<file path="src/rtl/bus_dbg_master_pkg.sv">
`default_nettype none
// ============================================================================
//  Module      : bus_dbg_master_pkg
//  Description : Shared constants, state encoding and helpers for the
//                serial-command bus initiator (command/response bytes,
//                FSM states, byte selection from a 32-bit word).
//  Revision    : 1.0  initial release
// ============================================================================
package bus_dbg_master_pkg;

    localparam logic [7:0] c_cmd_wr  = 8'h57;
    localparam logic [7:0] c_cmd_rd  = 8'h52;
    localparam logic [7:0] c_rsp_ack = 8'h06;
    localparam logic [7:0] c_rsp_nak = 8'h15;

    typedef enum logic [2:0] {
        ST_IDLE = 3'd0,
        ST_ADDR = 3'd1,
        ST_DATA = 3'd2,
        ST_REQ  = 3'd3,
        ST_BUS  = 3'd4,
        ST_RESP = 3'd5
    } state_t;

    // Byte idx of a word, MSB first (idx 0 = bits [31:24]).
    function automatic logic [7:0] word_byte(input logic [31:0] word,
                                             input logic [1:0]  idx);
        logic [7:0] b;
        case (idx)
            2'd0:    b = word[31:24];
            2'd1:    b = word[23:16];
            2'd2:    b = word[15:8];
            default: b = word[7:0];
        endcase
        return b;
    endfunction

endpackage
`default_nettype wire

</file>
<file path="src/rtl/bus_dbg_master.sv">
`default_nettype none
// ============================================================================
//  Module      : bus_dbg_master
//  Description : Serial-command bus initiator. Decodes write (57 A3..A0
//                D3..D0) and read (52 A3..A0) frames from a UART byte
//                stream, performs one 32-bit bus transaction, and returns
//                ACK / read data / NAK bytes to a UART transmitter.
//  Ports       : clk, reset (async, active high)
//                rx_data/rx_valid          - received byte strobe
//                tx_data/tx_valid/tx_ready - response byte handshake
//                bus_req/bus_gnt           - arbiter request/grant
//                mem_valid/mem_wstrb/mem_addr/mem_wdata/mem_rdata/mem_ready
//                                          - SoC bus initiator side
//                busy                      - FSM not idle
//  Revision    : 1.0  initial release
// ============================================================================
module bus_dbg_master
    import bus_dbg_master_pkg::*;
#(
    parameter int TIMEOUT = 1024
) (
    input  logic        clk,
    input  logic        reset,
    input  logic [7:0]  rx_data,
    input  logic        rx_valid,
    output logic [7:0]  tx_data,
    output logic        tx_valid,
    input  logic        tx_ready,
    output logic        bus_req,
    input  logic        bus_gnt,
    output logic        mem_valid,
    output logic [3:0]  mem_wstrb,
    output logic [31:0] mem_addr,
    output logic [31:0] mem_wdata,
    input  logic [31:0] mem_rdata,
    input  logic        mem_ready,
    output logic        busy
);

    localparam int               c_tw    = $clog2(TIMEOUT);
    localparam logic [c_tw-1:0]  c_tlast = c_tw'(TIMEOUT - 1);
    localparam logic [c_tw-1:0]  c_tone  = c_tw'(1);

    state_t             r_state,     w_state;
    logic [1:0]         r_cnt,       w_cnt;
    logic               r_is_wr,     w_is_wr;
    logic               r_multi,     w_multi;     // response is 4 read-data bytes
    logic [31:0]        r_addr,      w_addr;
    logic [31:0]        r_data,      w_data;      // write data, then read data
    logic [c_tw-1:0]    r_tcnt,      w_tcnt;
    logic [7:0]         r_tx_data,   w_tx_data;
    logic               r_tx_valid,  w_tx_valid;
    logic               r_bus_req,   w_bus_req;
    logic               r_mem_valid, w_mem_valid;
    logic [3:0]         r_mem_wstrb, w_mem_wstrb;
    logic [31:0]        r_mem_addr,  w_mem_addr;
    logic [31:0]        r_mem_wdata, w_mem_wdata;

    always_ff @(posedge clk or posedge reset) begin
        if (reset) r_state <= ST_IDLE;
        else       r_state <= w_state;
    end

    always_comb begin
        w_state     = r_state;
        w_cnt       = r_cnt;
        w_is_wr     = r_is_wr;
        w_multi     = r_multi;
        w_addr      = r_addr;
        w_data      = r_data;
        w_tcnt      = r_tcnt;
        w_tx_data   = r_tx_data;
        w_tx_valid  = r_tx_valid;
        w_bus_req   = r_bus_req;
        w_mem_valid = r_mem_valid;
        w_mem_wstrb = r_mem_wstrb;
        w_mem_addr  = r_mem_addr;
        w_mem_wdata = r_mem_wdata;

        case (r_state)
            ST_IDLE: begin
                if (rx_valid) begin
                    w_cnt = 2'd0;
                    if (rx_data == c_cmd_wr || rx_data == c_cmd_rd) begin
                        w_is_wr = (rx_data == c_cmd_wr);
                        w_state = ST_ADDR;
                    end else begin
                        w_tx_data  = c_rsp_nak;
                        w_tx_valid = 1'b1;
                        w_multi    = 1'b0;
                        w_state    = ST_RESP;
                    end
                end
            end
            ST_ADDR: begin
                if (rx_valid) begin
                    w_addr = {r_addr[23:0], rx_data};
                    w_cnt  = r_cnt + 2'd1;
                    if (r_cnt == 2'd3) begin
                        if (r_is_wr) begin
                            w_state = ST_DATA;
                        end else begin
                            w_state   = ST_REQ;
                            w_bus_req = 1'b1;
                        end
                    end
                end
            end
            ST_DATA: begin
                if (rx_valid) begin
                    w_data = {r_data[23:0], rx_data};
                    w_cnt  = r_cnt + 2'd1;
                    if (r_cnt == 2'd3) begin
                        w_state   = ST_REQ;
                        w_bus_req = 1'b1;
                    end
                end
            end
            ST_REQ: begin
                // Address/data/strobe are latched here so they stay constant
                // for the whole mem_valid window.
                if (bus_gnt) begin
                    w_mem_valid = 1'b1;
                    w_mem_wstrb = r_is_wr ? 4'b1111 : 4'b0000;
                    w_mem_addr  = r_addr & 32'hFFFF_FFFC;
                    w_mem_wdata = r_data;
                    w_tcnt      = '0;
                    w_state     = ST_BUS;
                end
            end
            ST_BUS: begin
                // Ready is tested first so it wins over the terminal count.
                if (mem_ready || r_tcnt == c_tlast) begin
                    w_mem_valid = 1'b0;
                    w_bus_req   = 1'b0;
                    w_mem_wstrb = 4'b0000;
                    w_tx_valid  = 1'b1;
                    w_state     = ST_RESP;
                    w_multi     = 1'b0;
                    if (!mem_ready) begin
                        w_tx_data = c_rsp_nak;
                    end else if (r_is_wr) begin
                        w_tx_data = c_rsp_ack;
                    end else begin
                        w_data    = mem_rdata;
                        w_tx_data = mem_rdata[31:24];
                        w_multi   = 1'b1;
                        w_cnt     = 2'd1;     // index of the next byte to send
                    end
                end else begin
                    w_tcnt = r_tcnt + c_tone;
                end
            end
            ST_RESP: begin
                if (r_tx_valid && tx_ready) begin
                    // cnt wraps to 0 after the fourth read byte is loaded.
                    if (r_multi && r_cnt != 2'd0) begin
                        w_tx_data = word_byte(r_data, r_cnt);
                        w_cnt     = r_cnt + 2'd1;
                    end else begin
                        w_tx_valid = 1'b0;
                        w_multi    = 1'b0;
                        w_state    = ST_IDLE;
                    end
                end
            end
            default: begin
                w_state = ST_IDLE;
            end
        endcase
    end

    always_ff @(posedge clk or posedge reset) begin
        if (reset) begin
            r_cnt       <= 2'd0;
            r_is_wr     <= 1'b0;
            r_multi     <= 1'b0;
            r_addr      <= 32'd0;
            r_data      <= 32'd0;
            r_tcnt      <= '0;
            r_tx_data   <= 8'd0;
            r_tx_valid  <= 1'b0;
            r_bus_req   <= 1'b0;
            r_mem_valid <= 1'b0;
            r_mem_wstrb <= 4'd0;
            r_mem_addr  <= 32'd0;
            r_mem_wdata <= 32'd0;
        end else begin
            r_cnt       <= w_cnt;
            r_is_wr     <= w_is_wr;
            r_multi     <= w_multi;
            r_addr      <= w_addr;
            r_data      <= w_data;
            r_tcnt      <= w_tcnt;
            r_tx_data   <= w_tx_data;
            r_tx_valid  <= w_tx_valid;
            r_bus_req   <= w_bus_req;
            r_mem_valid <= w_mem_valid;
            r_mem_wstrb <= w_mem_wstrb;
            r_mem_addr  <= w_mem_addr;
            r_mem_wdata <= w_mem_wdata;
        end
    end

    assign tx_data   = r_tx_data;
    assign tx_valid  = r_tx_valid;
    assign bus_req   = r_bus_req;
    assign mem_valid = r_mem_valid;
    assign mem_wstrb = r_mem_wstrb;
    assign mem_addr  = r_mem_addr;
    assign mem_wdata = r_mem_wdata;
    assign busy      = (r_state != ST_IDLE);

endmodule
`default_nettype wire

</file>
<file path="config.mk">
export PLATFORM = sky130hd
export DESIGN_NAME = bus_dbg_master
export DESIGN_NICKNAME = d
export VERILOG_FILES = /design/src/rtl/bus_dbg_master_pkg.sv /design/src/rtl/bus_dbg_master.sv
export SDC_FILE = /design/constraint.sdc
export NUM_CORES = 1
export LEC_CHECK = 0
export BUFFER_PORTS_ARGS = -buffer_cell sky130_fd_sc_hd__buf_2
export CORE_ASPECT_RATIO = 1.1
export CORE_UTILIZATION = 50
export CTS_CLUSTER_SIZE = 24
export DETAILED_ROUTE_END_ITERATION = 6
export PLACE_DENSITY = 0.72
export SYNTH_ARGS = -nofsm -noshare
export SYNTH_HDL_FRONTEND = slang
export SYNTH_SLANG_ARGS = --single-unit
</file>
<file path="constraint.sdc">
create_clock -name clk -period 5.6 [get_ports clk]
set_clock_uncertainty 0.2 [all_clocks]
set_input_delay 0.84 -clock clk [delete_from_list [all_inputs] [get_ports clk]]
set_output_delay 0.84 -clock clk [all_outputs]
set_load 0.03 [all_outputs]
</file>
# Yosys cells after proc, flatten, opt, wreduce, memory -nomap -nowiden
# Index checks and enable logic that the tools add are counted.
[op_classes]
muxes = 62
addsub = 2
n_eq_ne = 27
n_reduce_logical = 25
[op_table]
columns = ["cell", "count"]
rows = [
  ["$mux 32", 4],
  ["$pmux 32 s2", 1],
  ["$mux 8", 7],
  ["$pmux 8 s3", 2],
  ["$mux 3", 10],
  ["$ne 2x2->1 const B", 15],
  ["$mux 10", 2],
  ["$pmux 10 s2", 1],
  ["$mux 1", 18],
  ["$pmux 3 s6", 1],
  ["$eq 8x7->1 const B", 2],
  ["$mux 2", 7],
  ["$mux 4", 3],
  ["$reduce_and 6->1", 2],
  ["$add 10x1->10 const B", 1],
  ["$eq 10x10->1 const B", 1],
  ["$pmux 1 s3", 3],
  ["$reduce_and 3->1", 3],
  ["$reduce_and 9->1", 1],
  ["$reduce_bool 3->1", 3],
  ["$pmux 2 s4", 1],
  ["$pmux 4 s2", 1],
  ["$reduce_and 8->1", 1],
  ["$reduce_and 7->1", 1],
  ["17 further kinds", 25],
]
[totals]
regBits = 158
wordCells = 130
inputBits = 46
out_inout_bits = 80

# Depth between registers and ports, before layout
# Gate-level depths: netlist of the first run.
[depth]
word_depth = 5
mapped_depth = 8
depth_no_buf = 7

# Worst setup path before layout of the first run
# OpenSTA, ideal clock, no wires.
[synth_path]
path_type = "input-to-reg"
from = "input rx_data[2]"
to = "register r_tx_data[0], in the netlist tx_data[0]"
setup_ns = 0.125
required_time_ns = 5.275
path_buffers = 1
arrival_time_ns = 2.174
slack_ns = 3.101
stages = 6
path_cell_list = "xor2_1 > nor2_1 > a221o_1 > or3_1 > buf_6 > mux2_4"
[synth_via]
elab_chain_len = 4
word_cells_on_any_way = 5
classes_between = "3 x eq/ne; 2 x reduce/logical"
[synth_rtl]
columns = ["element", "line", "rtl"]
rows = [
  ["start, declared", "bus_dbg_master.sv:24", "input logic [7:0] rx_data,"],
  ["$eq 8x7->1", "bus_dbg_master.sv:84", "if (rx_data == c_cmd_wr || rx_data == c_cmd_rd) begin"],
  ["$logic_or 1x1->1 *", "bus_dbg_master.sv:84", ""],
  ["$ne 2x2->1 (no line) *", "n/a", ""],
  ["$reduce_and 6->1 (no line) *", "n/a", ""],
  ["end signal, assigned", "bus_dbg_master.sv:195", "r_tx_data <= w_tx_data;"],
  ["end, declared", "bus_dbg_master.sv:51", "logic [7:0] r_tx_data, w_tx_data;"],
]
# Mark *: on every way between the ends. The rest lies on a longest branch, timed or not.
# A chain may end at the register's enable or synchronous reset.

# Worst setup path in the final report of the first run
[layout_path]
from = "register r_state[0]"
to = "register r_tcnt[9]"
[layout_via]
elab_chain_len = 3
word_cells_on_any_way = 7
classes_between = "4 x eq/ne; 1 x mux; 2 x reduce/logical"
[layout_rtl]
columns = ["element", "line", "rtl"]
rows = [
  ["start, declared", "bus_dbg_master.sv:44", "state_t r_state, w_state;"],
  ["start signal, assigned", "bus_dbg_master.sv:61", "else r_state <= w_state;"],
  ["$eq 3x3->1 / $eq 3x2->1 (equally long branches)", "bus_dbg_master.sv:80", "case (r_state)"],
  ["$ne 2x2->1 (no line) / $reduce_bool 2->1 (equally long branches)", "n/a", ""],
  ["$reduce_and 3->1 (no line)", "n/a", ""],
  ["end signal, assigned", "bus_dbg_master.sv:194", "r_tcnt <= w_tcnt;"],
  ["end, declared", "bus_dbg_master.sv:50", "logic [c_tw-1:0] r_tcnt, w_tcnt;"],
]
# Several ways; a longest one is shown, not always the timed one.

==> flow_metrics.tcl, run 1 <==
set metrics [dict create \
    crit_arrival_ns 3.43 \
    rows 44 \
    die_w_um 114 \
    hp-start "mem_wdata[23]" \
    p_leak_nw 4.39 \
    hold_viol 0 \
    synthFlopType "dfrtp_1" \
    reg2reg_depth 4 \
    grt_max_degree 113 \
    netlist-cell-type-count 58 \
    instances_no_fill 1022 \
    fmaxAchievable_mhz 300 \
    p_int_mw 1.87 \
    max_stage_delay_ns 1.10 \
    clkTransAtPathRegs_ns 0.06 \
    maxCapViolCount 0 \
    drt-initial-drc-count 424 \
    critPathMaxFanout 25 \
    r2r_end "r_tcnt[9]" \
    share_seq_of_total_power_pct 47.9 \
    synth_edf_count 0 \
    cp_data_required_time_ns 5.69 \
    reg2reg_setup_slack_ns 2.26 \
    grt_first_pass_wirelength_um 27800 \
    whs_ns 0.266 \
    worstHoldPathType "register to register" \
    p_per_area_nw_per_um2 292 \
    totalWireLength_um 16800 \
    cts_root_buf "clkbuf_16" \
    place_congestion 0.807 \
    cts.sinks 155 \
    num_vias 5559 \
    fin_crit_ns 3.34 \
    critPathKind "register to register" \
    core-area_sq_um 13300 \
    clkPwrFrac_pct 49.0 \
    holdPathStages 2 \
    outcome "completed" \
    synth_top_area_share_pct 56.1 \
    fp.dieH_um 125 \
    setup-violations-final 0 \
    cts_buffer_depth 2 \
    maxSlewViolCount 0 \
    cts_tree "built" \
    wire_per_inst_um 16.5 \
    area_delta_synth_final_pct 19.0 \
    clock_latency_ns 0.43 \
    grt_pass1_vias 5381 \
    max-slew-margin-rel_pct 17.5 \
    dp_hpwl_um 11700 \
    ys_seq_elements 155 \
    critPathSlowestCell "nand4_1" \
    place_inst 990 \
    via_per_inst 5.44 \
    netlist_instances 724 \
    endpoint_kind "register" \
    drtAntennaViolNets 0 \
    ir_drop_mv 0.158 \
    power_switching_uw 528 \
    ctsHtreeMaxLevel 4 \
    swShare_pct 22.0 \
    syn-cell-area_sq_um 6910 \
    rr_startpoint "r_state[0]" \
    holdBufCountCts 0 \
    syn_avg_cell_area_sq_um 9.54 \
    postCtsSetupBuffers 0 \
    nFillCells 1175 \
    holdPathEnd "mem_wdata[23]" \
    rsz0062_at_grt "no" \
    port_buffers 123 \
    drive_above_1_share_pct 25.3 \
    overflow 0 \
    drc 0 \
    fin_nets 876 \
    antenna_found_initial 3 \
    start_util_pct 51.9 \
    ys_async_sr_fraction_pct 100 \
    dr.pass1.iters 6 \
    synth_area_leaders "dfrtp_1 (56%), nand2_1 (14%), mux2_2 (5.2%)" \
    crit_path_start_kind "register" \
    tightest_slew_ns 1.24 \
    pwr-share-comb_pct 3.1 \
    ioPinCount 126 \
    synth_area_leader_cell "dfrtp_1" \
    grt_util_all_layers_pct 25.1 \
    die_area_sq_um 14300 \
    cts_buffers 17 \
    cts_resized 0 \
    setup-tns-final_ns 0 \
    yosysSeqAreaShare_pct 56.1 \
    period_share_pct 59.6 \
    yosysWarnings 0 \
    crit_chain "nand4_1, a2111oi_0, xnor2_1, nor2_1" \
]
==> power groups by stage <==
stage | combinational, mW | clock (mW) | sequential, mW
floorplan | 0.0428 | 0 | 1.16
global placement | 0.0741 | 0 | 1.17
detailed placement | 0.0764 | 0 | 1.17
CTS | 0.0767 | 1.19 | 1.15
global route | 0.0862 | 1.24 | 1.15
finish | 0.0755 | 1.18 | 1.15
==> metrics by stage <==
stage / setup WS (ns) / instance area [sq um] / power, mW / util (%)
final: 2.26 / 8220 / 2.40 / 61.7
after global routing: 1.97 / 8220 / 2.47 / 61.7
after CTS: 2.27 / 8220 / 2.42 / 61.7
after detailed placement: 2.33 / 7610 / 1.24 / 57.1
after global placement: 2.41 / 7610 / 1.24 / 57.1
after floorplan: 0.382 / 6910 / 1.20 / -
==> routing by layer <==
layer	vias to the layer above	share of wire [%]	global-route usage (%)
li1	2629	-	-
met1	2689	42	33.1
met2	211	49	39.8
met3	30	7.1	6.64
met4	0	2.1	9.24
met5	-	0	0
==> state kept, by name (all words and copies together), names as in the netlist <==
name       cells
bus_req        1
mem_addr      30
mem_valid      1
mem_wdata     32
mem_wstrb      1
r_addr        32
r_cnt          2
r_data        32
r_is_wr        1
r_multi        1
r_state        3
r_tcnt        10
tx_data        8
tx_valid       1
==> critical path, delay by kind of cell, from the launching register on <==
kind	cells	cell delay, ns
AOI/OAI and AO/OA	1	0.80
xor gates and xnor gates	1	0.19
DFF	1	0.85
and+or+nand+nor	2	1.16
==> synth_stat cells, drive strengths merged (5+ instances only) <==
cell and n:
nand2 265, dfrtp 155, nor2 62, mux2 40
clkbuf 36, a31oi 33, a21oi 16, buf 12
o21ai 12, a222oi 8, inv 8, nand2b 7
ha 5, nand3 5, xnor2 5
==> cells in the final DEF, fill, tap and decap left out, drive strengths merged, types with 3 or more instances in the layout <==
cell type	instances
a21oi	16
a222oi	8
a31oi	33
buf	129
bufinv	3
clkbuf	18
clkinv	5
dfrtp	155
ha	5
inv	11
mux2	40
nand2	265
nand2b	7
nand3	5
nand4	4
nor2	62
nor3	3
o21ai	12
o2bb2ai	4
o31ai	3
xnor2	5
==> worst max-delay path by stage <==
stage               startpoint  cells after the start   endpoint
finish              r_state[0]                      4  r_tcnt[9]
global route        r_state[0]                      4  r_tcnt[9]
CTS                 r_state[0]                      4  r_tcnt[9]
detailed placement  r_state[0]                      4  r_tcnt[9]
global placement    r_state[0]                      4  r_tcnt[9]
floorplan                reset                      1    bus_req
==> final cells by class <==
| class | instances | area [sq um] | share of cell area [%] |
|---|---|---|---|
| multi-input combinational | 514 | 2810 | 34.2 |
| antenna | 1 | 2.50 | 0.0304 |
| clock inverter | 13 | 168 | 2.04 |
| clock buffer | 18 | 439 | 5.34 |
| inverter | 8 | 35.0 | 0.426 |
| tap | 184 | 230 | 2.80 |
| timing repair buffer | 129 | 661 | 8.03 |
| sequential | 155 | 3880 | 47.2 |
==> cell families after synthesis <==
kind of cell	after synthesis	synth area share, %
DFF	155	56.1
other	1	0.0543
and+or+nand+nor	360	21.3
adders and majority gates	6	1.05
buffers and inverters	56	3.50
muxes	42	7.25
xor gates and xnor gates	7	0.888
AOI/OAI and AO/OA	97	9.78
(Power assumes the default switching activity.)
==> run 2: changes to the inputs <==
--- a/config.mk
+++ b/config.mk
@@ -5,12 +5,13 @@
 export SDC_FILE = /design/constraint.sdc
 export NUM_CORES = 1
 export LEC_CHECK = 0
+export ABC_AREA = 1
 export BUFFER_PORTS_ARGS = -buffer_cell sky130_fd_sc_hd__buf_2
 export CORE_ASPECT_RATIO = 1.1
 export CORE_UTILIZATION = 50
 export CTS_CLUSTER_SIZE = 24
 export DETAILED_ROUTE_END_ITERATION = 6
-export PLACE_DENSITY = 0.72
+export PLACE_DENSITY = 0.74
 export SYNTH_ARGS = -nofsm -noshare
 export SYNTH_HDL_FRONTEND = slang
 export SYNTH_SLANG_ARGS = --single-unit
==> constraint.sdc (replaced) <==
create_clock -name clk -period 2.7 [get_ports clk]
set_clock_uncertainty 0.2 [all_clocks]
set_input_delay 0.405 -clock clk [delete_from_list [all_inputs] [get_ports clk]]
set_output_delay 0.405 -clock clk [all_outputs]
set_load 0.03 [all_outputs]
==> run 2 against run 1 <==
Against the previous run:
- non-clock buffer count rose by 2
- sequential power rose to 3.4 times the previous value
- combinational power rose to 58 times the previous value
- wire length fell by 1.5%
- sequential share of layout area fell by 1.1 points
- flip-flop and latch count did not move
- largest cell class unchanged
==> flow_metrics.tcl, run 2 <==
set metrics [dict create \
    yosysWarnings 0 \
    drt-initial-drc-count 455 \
    dpl-instance-area_sq_um 7780 \
    cp_data_required_time_ns 2.81 \
    fin_total_pwr_mw 10.8 \
    postCtsSetupBuffers 0 \
    clock_latency_ns 0.43 \
    period_share_pct 81.1 \
    cts_buffers 17 \
    crit_path_start_kind "register" \
    cts_resized 0 \
    die_w_um 115 \
    layout_commonest_cell "nand2_1" \
    p_leak_nw 4.47 \
    drc 0 \
    max-slew-margin-rel_pct 46.2 \
    netlist-cell-type-count 34 \
    layout.cells.most_common_list "nand2_1 (321), dfrtp_1 (155), o21ai_0 (138)" \
    ys_seq_elements 155 \
    die_area_sq_um 14600 \
    yosys-top-cells-count "nand2_1 (321), dfrtp_1 (155), o21ai_0 (138), inv_1 (86), nor2_1 (28)" \
    totalWireLength_um 16600 \
    synthFlopType "dfrtp_1" \
    pwr-share-comb_pct 40.7 \
    ys_async_sr_fraction_pct 100 \
    grt_pass1_vias 5456 \
    tightest_slew_ns 0.808 \
    drive_above_1_share_pct 18.4 \
    synth_edf_count 0 \
    dp_hpwl_um 11500 \
    worstHoldPathType "input pin to async pin" \
    drtAntennaViolNets 0 \
    synth_top_area_share_pct 54.9 \
    endpoint "tx_data[4]" \
    setup-violations-final 0 \
    stdcell_area_sq_um 8410 \
    grt_util_all_layers_pct 24.4 \
    setup-tns-final_ns 0 \
    whs_ns 0.0212 \
    netlist_instances 873 \
    endpoint_kind "register" \
    cts.sinks 155 \
    r2r_end "tx_data[4]" \
    outcome "completed" \
    cts_root_buf "clkbuf_16" \
    port_buffers 123 \
    critPathKind "register to register" \
    rsz0062_at_grt "no" \
    power_switching_mw 4.62 \
    num_vias 5953 \
    start_util_pct 51.3 \
    crit_arrival_ns 2.30 \
    final_util_pct 61.0 \
    syn-cell-area_sq_um 7070 \
    area_delta_synth_final_pct 19.0 \
    crit_start "r_tcnt[0]" \
    hold_viol 0 \
    rows 45 \
    synth_area_leaders "dfrtp_1 (55%), nand2_1 (17%), o21ai_0 (9.8%)" \
    setup_ws_ns 0.510 \
    critPathMaxFanout 8 \
    fin_crit_ns 2.19 \
    wire_per_inst_um 14.1 \
    grt_max_degree 156 \
    yosysMostFrequentCell "nand2_1" \
    maxCapViolCount 0 \
    clkTransAtPathRegs_ns 0.06 \
    holdBufCountCts 0 \
    grt_first_pass_wirelength_um 27200 \
    syn_avg_cell_area_sq_um 8.10 \
    pre_cts_ws_ns 0.550 \
    share_seq_of_total_power_pct 35.9 \
    fmaxAchievable_mhz 457 \
    overflow 0 \
    cts_buffer_depth 2 \
    place_inst 1146 \
    instances_no_fill 1178 \
    dr.pass1.iters 6 \
    reg2reg_setup_slack_ns 0.51 \
    ir_drop_mv 0.708 \
    n_antenna_cell 0 \
    fp.dieH_um 127 \
    rr_startpoint "r_tcnt[0]" \
    ioPinCount 126 \
    yosysSeqAreaShare_pct 54.9 \
    swShare_pct 42.9 \
    reg2reg_depth 8 \
    place_congestion 0.869 \
    maxSlewViolCount 0 \
    clkPwrFrac_pct 23.4 \
    p_per_area_nw_per_um2 1280 \
    fin_nets 1028 \
    p_int_mw 6.16 \
    core-area_sq_um 13800 \
    ctsHtreeMaxLevel 4 \
    via_per_inst 5.05 \
    cts_tree "built" \
    synth_area_leader_cell "dfrtp_1" \
    antenna_found_initial 0 \
]
-- run 2: changes by cell type after synthesis, sizes merged, moves of 22 or more --
cell   change
o21ai    +138
nand3     +22
mux2      -40
a31oi     -33
inv       +82
nor2      -31
nand2     +58
-- run 2: cell families after synthesis --
logic type,count (synthesis),synth area share (%)
and+or+nand+nor,402,23.0
AOI/OAI and AO/OA,171,12.9
DFF,155,54.9
buffers and inverters,138,8.26
adders and majority gates,5,0.885
xor gates and xnor gates,1,0.124
other,1,0.0530
-- run 2: power groups by stage --
| stage | sequential [mW] | combinational (mW) | clock, mW |
|---|---|---|---|
| finish | 3.88 | 4.39 | 2.53 |
| global route | 3.99 | 4.91 | 2.66 |
| CTS | 3.87 | 4.41 | 2.58 |
| detailed placement | 3.89 | 4.39 | 0 |
| global placement | 3.88 | 4.31 | 0 |
| floorplan | 4.66 | 2.39 | 0 |
-- run 2: critical path, stage by stage, from the launching register on --
cell	delay [ns]
dfrtp_1	0.39
ha_1	0.18
nand2_1	0.06
nor2_1	0.22
nand3_1	0.16
a21oi_2	0.33
nand3_1	0.32
nand2_1	0.15
nand2_1	0.06
-- run 2: layer usage --
| layer | share of wire [%] | GRT usage (%) | up-vias | wire length [um] |
|---|---|---|---|---|
| met2 | 46 | 36.1 | 194 | 7590 |
| met5 | 0 | 0 | - | 0 |
| met4 | 2.0 | 9.47 | 0 | 331 |
| li1 | - | - | 2972 | - |
| met3 | 5.7 | 5.78 | 29 | 938 |
| met1 | 47 | 34.8 | 2758 | 7720 |
-- run 2: layout make-up --
cell class	count	area, sq um
inverter	91	345
timing repair buffer	131	713
fill	1236	5380
tap	188	235
sequential	155	3880
multi-input combinational	581	2610
clock inverter	11	166
clock buffer	21	460
-- run 2: worst min path at each step --
stage / startpoint / endpoint / slack, ns / cells after the start
6_report: reset / r_addr[20] / 0.02 / 3
5_1_grt: reset / r_addr[28] / 0.08 / 3
3_3_place_gp: r_addr[28] / mem_addr[28] / 0.25 / 2
2_1_floorplan: r_addr[24] / mem_addr[24] / 0.24 / 2
3_5_place_dp: r_addr[28] / mem_addr[28] / 0.26 / 2
4_1_cts: reset / r_addr[28] / 0.06 / 3
==> run 3: changes to the inputs <==
==> constraint.sdc (replaced) <==
create_clock -name clk -period 2 [get_ports clk]
set_clock_uncertainty 0.2 [all_clocks]
set_input_delay 0.3 -clock clk [delete_from_list [all_inputs] [get_ports clk]]
set_output_delay 0.3 -clock clk [all_outputs]
set_load 0.03 [all_outputs]
==> run 3 against run 2 <==
Against the previous run:
- flip-flop and latch count is the same
- die area is the same
- count of clock-buffer cells in the layout grew 3
- cell area grew 3.2%
- wire length grew 3.2%
- clock power grew 19%
- global-route usage grew 0.82 points
- combinational power grew 41%
- setup slack lost 0.43 ns
- non-clock buffer count grew 32
- critical path depth shrank 5
==> flow_metrics.tcl, run 3 (synthesis results as in run 2) <==
set metrics [dict create \
    crit_start "r_state[1]" \
    grt_max_degree 80 \
    crit_path_start_kind "register" \
    area_delta_synth_final_pct 22.8 \
    rsz0062_at_grt "yes" \
    via_per_inst 5.05 \
    r2r_end "r_tcnt[3]" \
    grtUsageMet3_pct 5.11 \
    fin_total_pwr_mw 14.4 \
    maxCapViolCount 0 \
    reg2reg_depth 9 \
    drtAntennaViolNets 0 \
    whs_ns 0.00687 \
    rr_startpoint "r_tcnt[0]" \
    reg2reg_setup_slack_ns 0.12 \
    grt-busiest-layer "met2" \
    cts_buffers 17 \
    fp.dieH_um 127 \
    multiInputGateArea_sq_um 2660 \
    met2_usage_pct 38.7 \
    grt_first_pass_wirelength_um 28100 \
    holdPathStages 5 \
    holdPathEnd "r_data[5]" \
    place_congestion 0.896 \
    rows 45 \
    cp_data_required_time_ns 1.50 \
    totalWireLength_um 17100 \
    ctsHtreeMaxLevel 4 \
    max-slew-margin-rel_pct 63.7 \
    port_buffers 123 \
    hp-start "mem_rdata[5]" \
    ioPinCount 126 \
    n_antenna_cell 0 \
    wire_per_inst_um 14.2 \
    maxSlewViolCount 0 \
    crit_chain "nor2_2, nand2_1, buf_2" \
    crit_buf_inv 1 \
    p_per_area_nw_per_um2 1660 \
    core-area_sq_um 13800 \
    die_area_sq_um 14600 \
    crit_family "flip-flops" \
    ir_drop_mv 0.868 \
    nFillCells 1203 \
    layout.area.seq_sq_um 3880 \
    dr.pass1.iters 5 \
    endpoint_kind "output port" \
    grt_pass1_vias 5643 \
    die_w_um 115 \
    p_leak_nw 4.58 \
    num_vias 6109 \
    drc 0 \
    crit_arrival_ns 1.42 \
    outcome "completed" \
    fmaxAchievable_mhz 521 \
    cts_tree "built" \
    critPathMaxFanout 6 \
    cts_root_buf "clkbuf_16" \
    critPathSlowestCell "dfrtp_1" \
    dp_hpwl_um 12000 \
    start_util_pct 51.3 \
    max_stage_delay_ns 0.45 \
    period_share_pct 96.1 \
    overflow 0 \
    fin_nets 1061 \
    hold_viol 0 \
    clock_latency_ns 0.43 \
    drt-initial-drc-count 453 \
    setup-violations-final 0 \
    fin_crit_ns 1.92 \
    tightest_slew_ns 0.544 \
    drive_above_1_share_pct 20.2 \
    global_route.usage.met1_pct 35.4 \
    cts.sinks 155 \
    cts_buffer_depth 2 \
    antenna_found_initial 0 \
    stdcell_area_sq_um 8680 \
    layout_commonest_cell "nand2_1" \
    clkTransAtPathRegs_ns 0.06 \
    layout.cells.most_common_list "nand2_1 (320), dfrtp_1 (155), o21ai_0 (137)" \
    grt_util_all_layers_pct 25.3 \
    worstHoldPathType "input pin to register" \
    dpl-instance-area_sq_um 7920 \
    critPathKind "register to output port" \
]
[run 3: layout make-up]
cell class                      instances  share of cell area (%)
Tap cell                              188                    2.71
Timing Repair Buffer                  163                    11.6
Timing Repair inverter                  1                  0.0576
Clock buffer                           24                    5.55
Multi-Input combinational cell        581                    30.6
Inverter                               91                    4.02
Sequential cell                       155                    44.7
Clock inverter                          6                   0.735
[run 3: worst max path at each step]
stage                               end  slack (ns)  cells after the start
final                              busy        0.08                      3
after CTS                     r_tcnt[3]        0.02                      9
after global routing         r_state[0]       -0.03                      9
after global placement     mem_addr[31]        0.02                      6
after floorplan                 bus_req       -0.46                      1
after detailed placement  mem_wdata[30]        0.02                      6
[run 3: report_power, final]
group / leakage [nW] / switching [mW] / internal (mW)
Clock: 0.263 / 1.22 / 1.80
Combinational: 2.31 / 4.28 / 1.92
Sequential: 2.01 / 0.781 / 4.43
[run 3: timing repair]
action	4_1_cts	5_1_grt
setup buffers	0	4
cloned	0	1
endpoints found under the hold margin	167	0
setup endpoints to repair	3	37
pin swaps	0	2
hold buffers	13	0
resized for setup	1	12
[run 3: worst min-delay path, delay by kind of cell]
kind                   cells  cell delay (ns)
buffers and inverters      1             0.08
AOI/OAI and AO/OA          2             0.12
and+or+nand+nor            2             0.09
[run 3: routing by layer]
metal,share of wire (%),wire length [um]
met1,46,7900
met2,47,8010
met3,5.2,887
met4,1.8,310
met5,0,0
[run 3: per-stage QoR]
| step | setup slack (ns) | setup TNS [ns] | std cells | util (%) |
|---|---|---|---|---|
| final | 0.0789 | 0 | 1209 | 62.9 |
| after CTS | 0.0237 | 0 | 1204 | 62.3 |
| after global routing | -0.0330 | -0.0445 | 1209 | 62.9 |
| after detailed placement | 0.0152 | 0 | 1161 | 57.4 |
| after global placement | 0.0214 | 0 | 1161 | 57.4 |
| after floorplan | -0.459 | -71.13 | 874 | - |
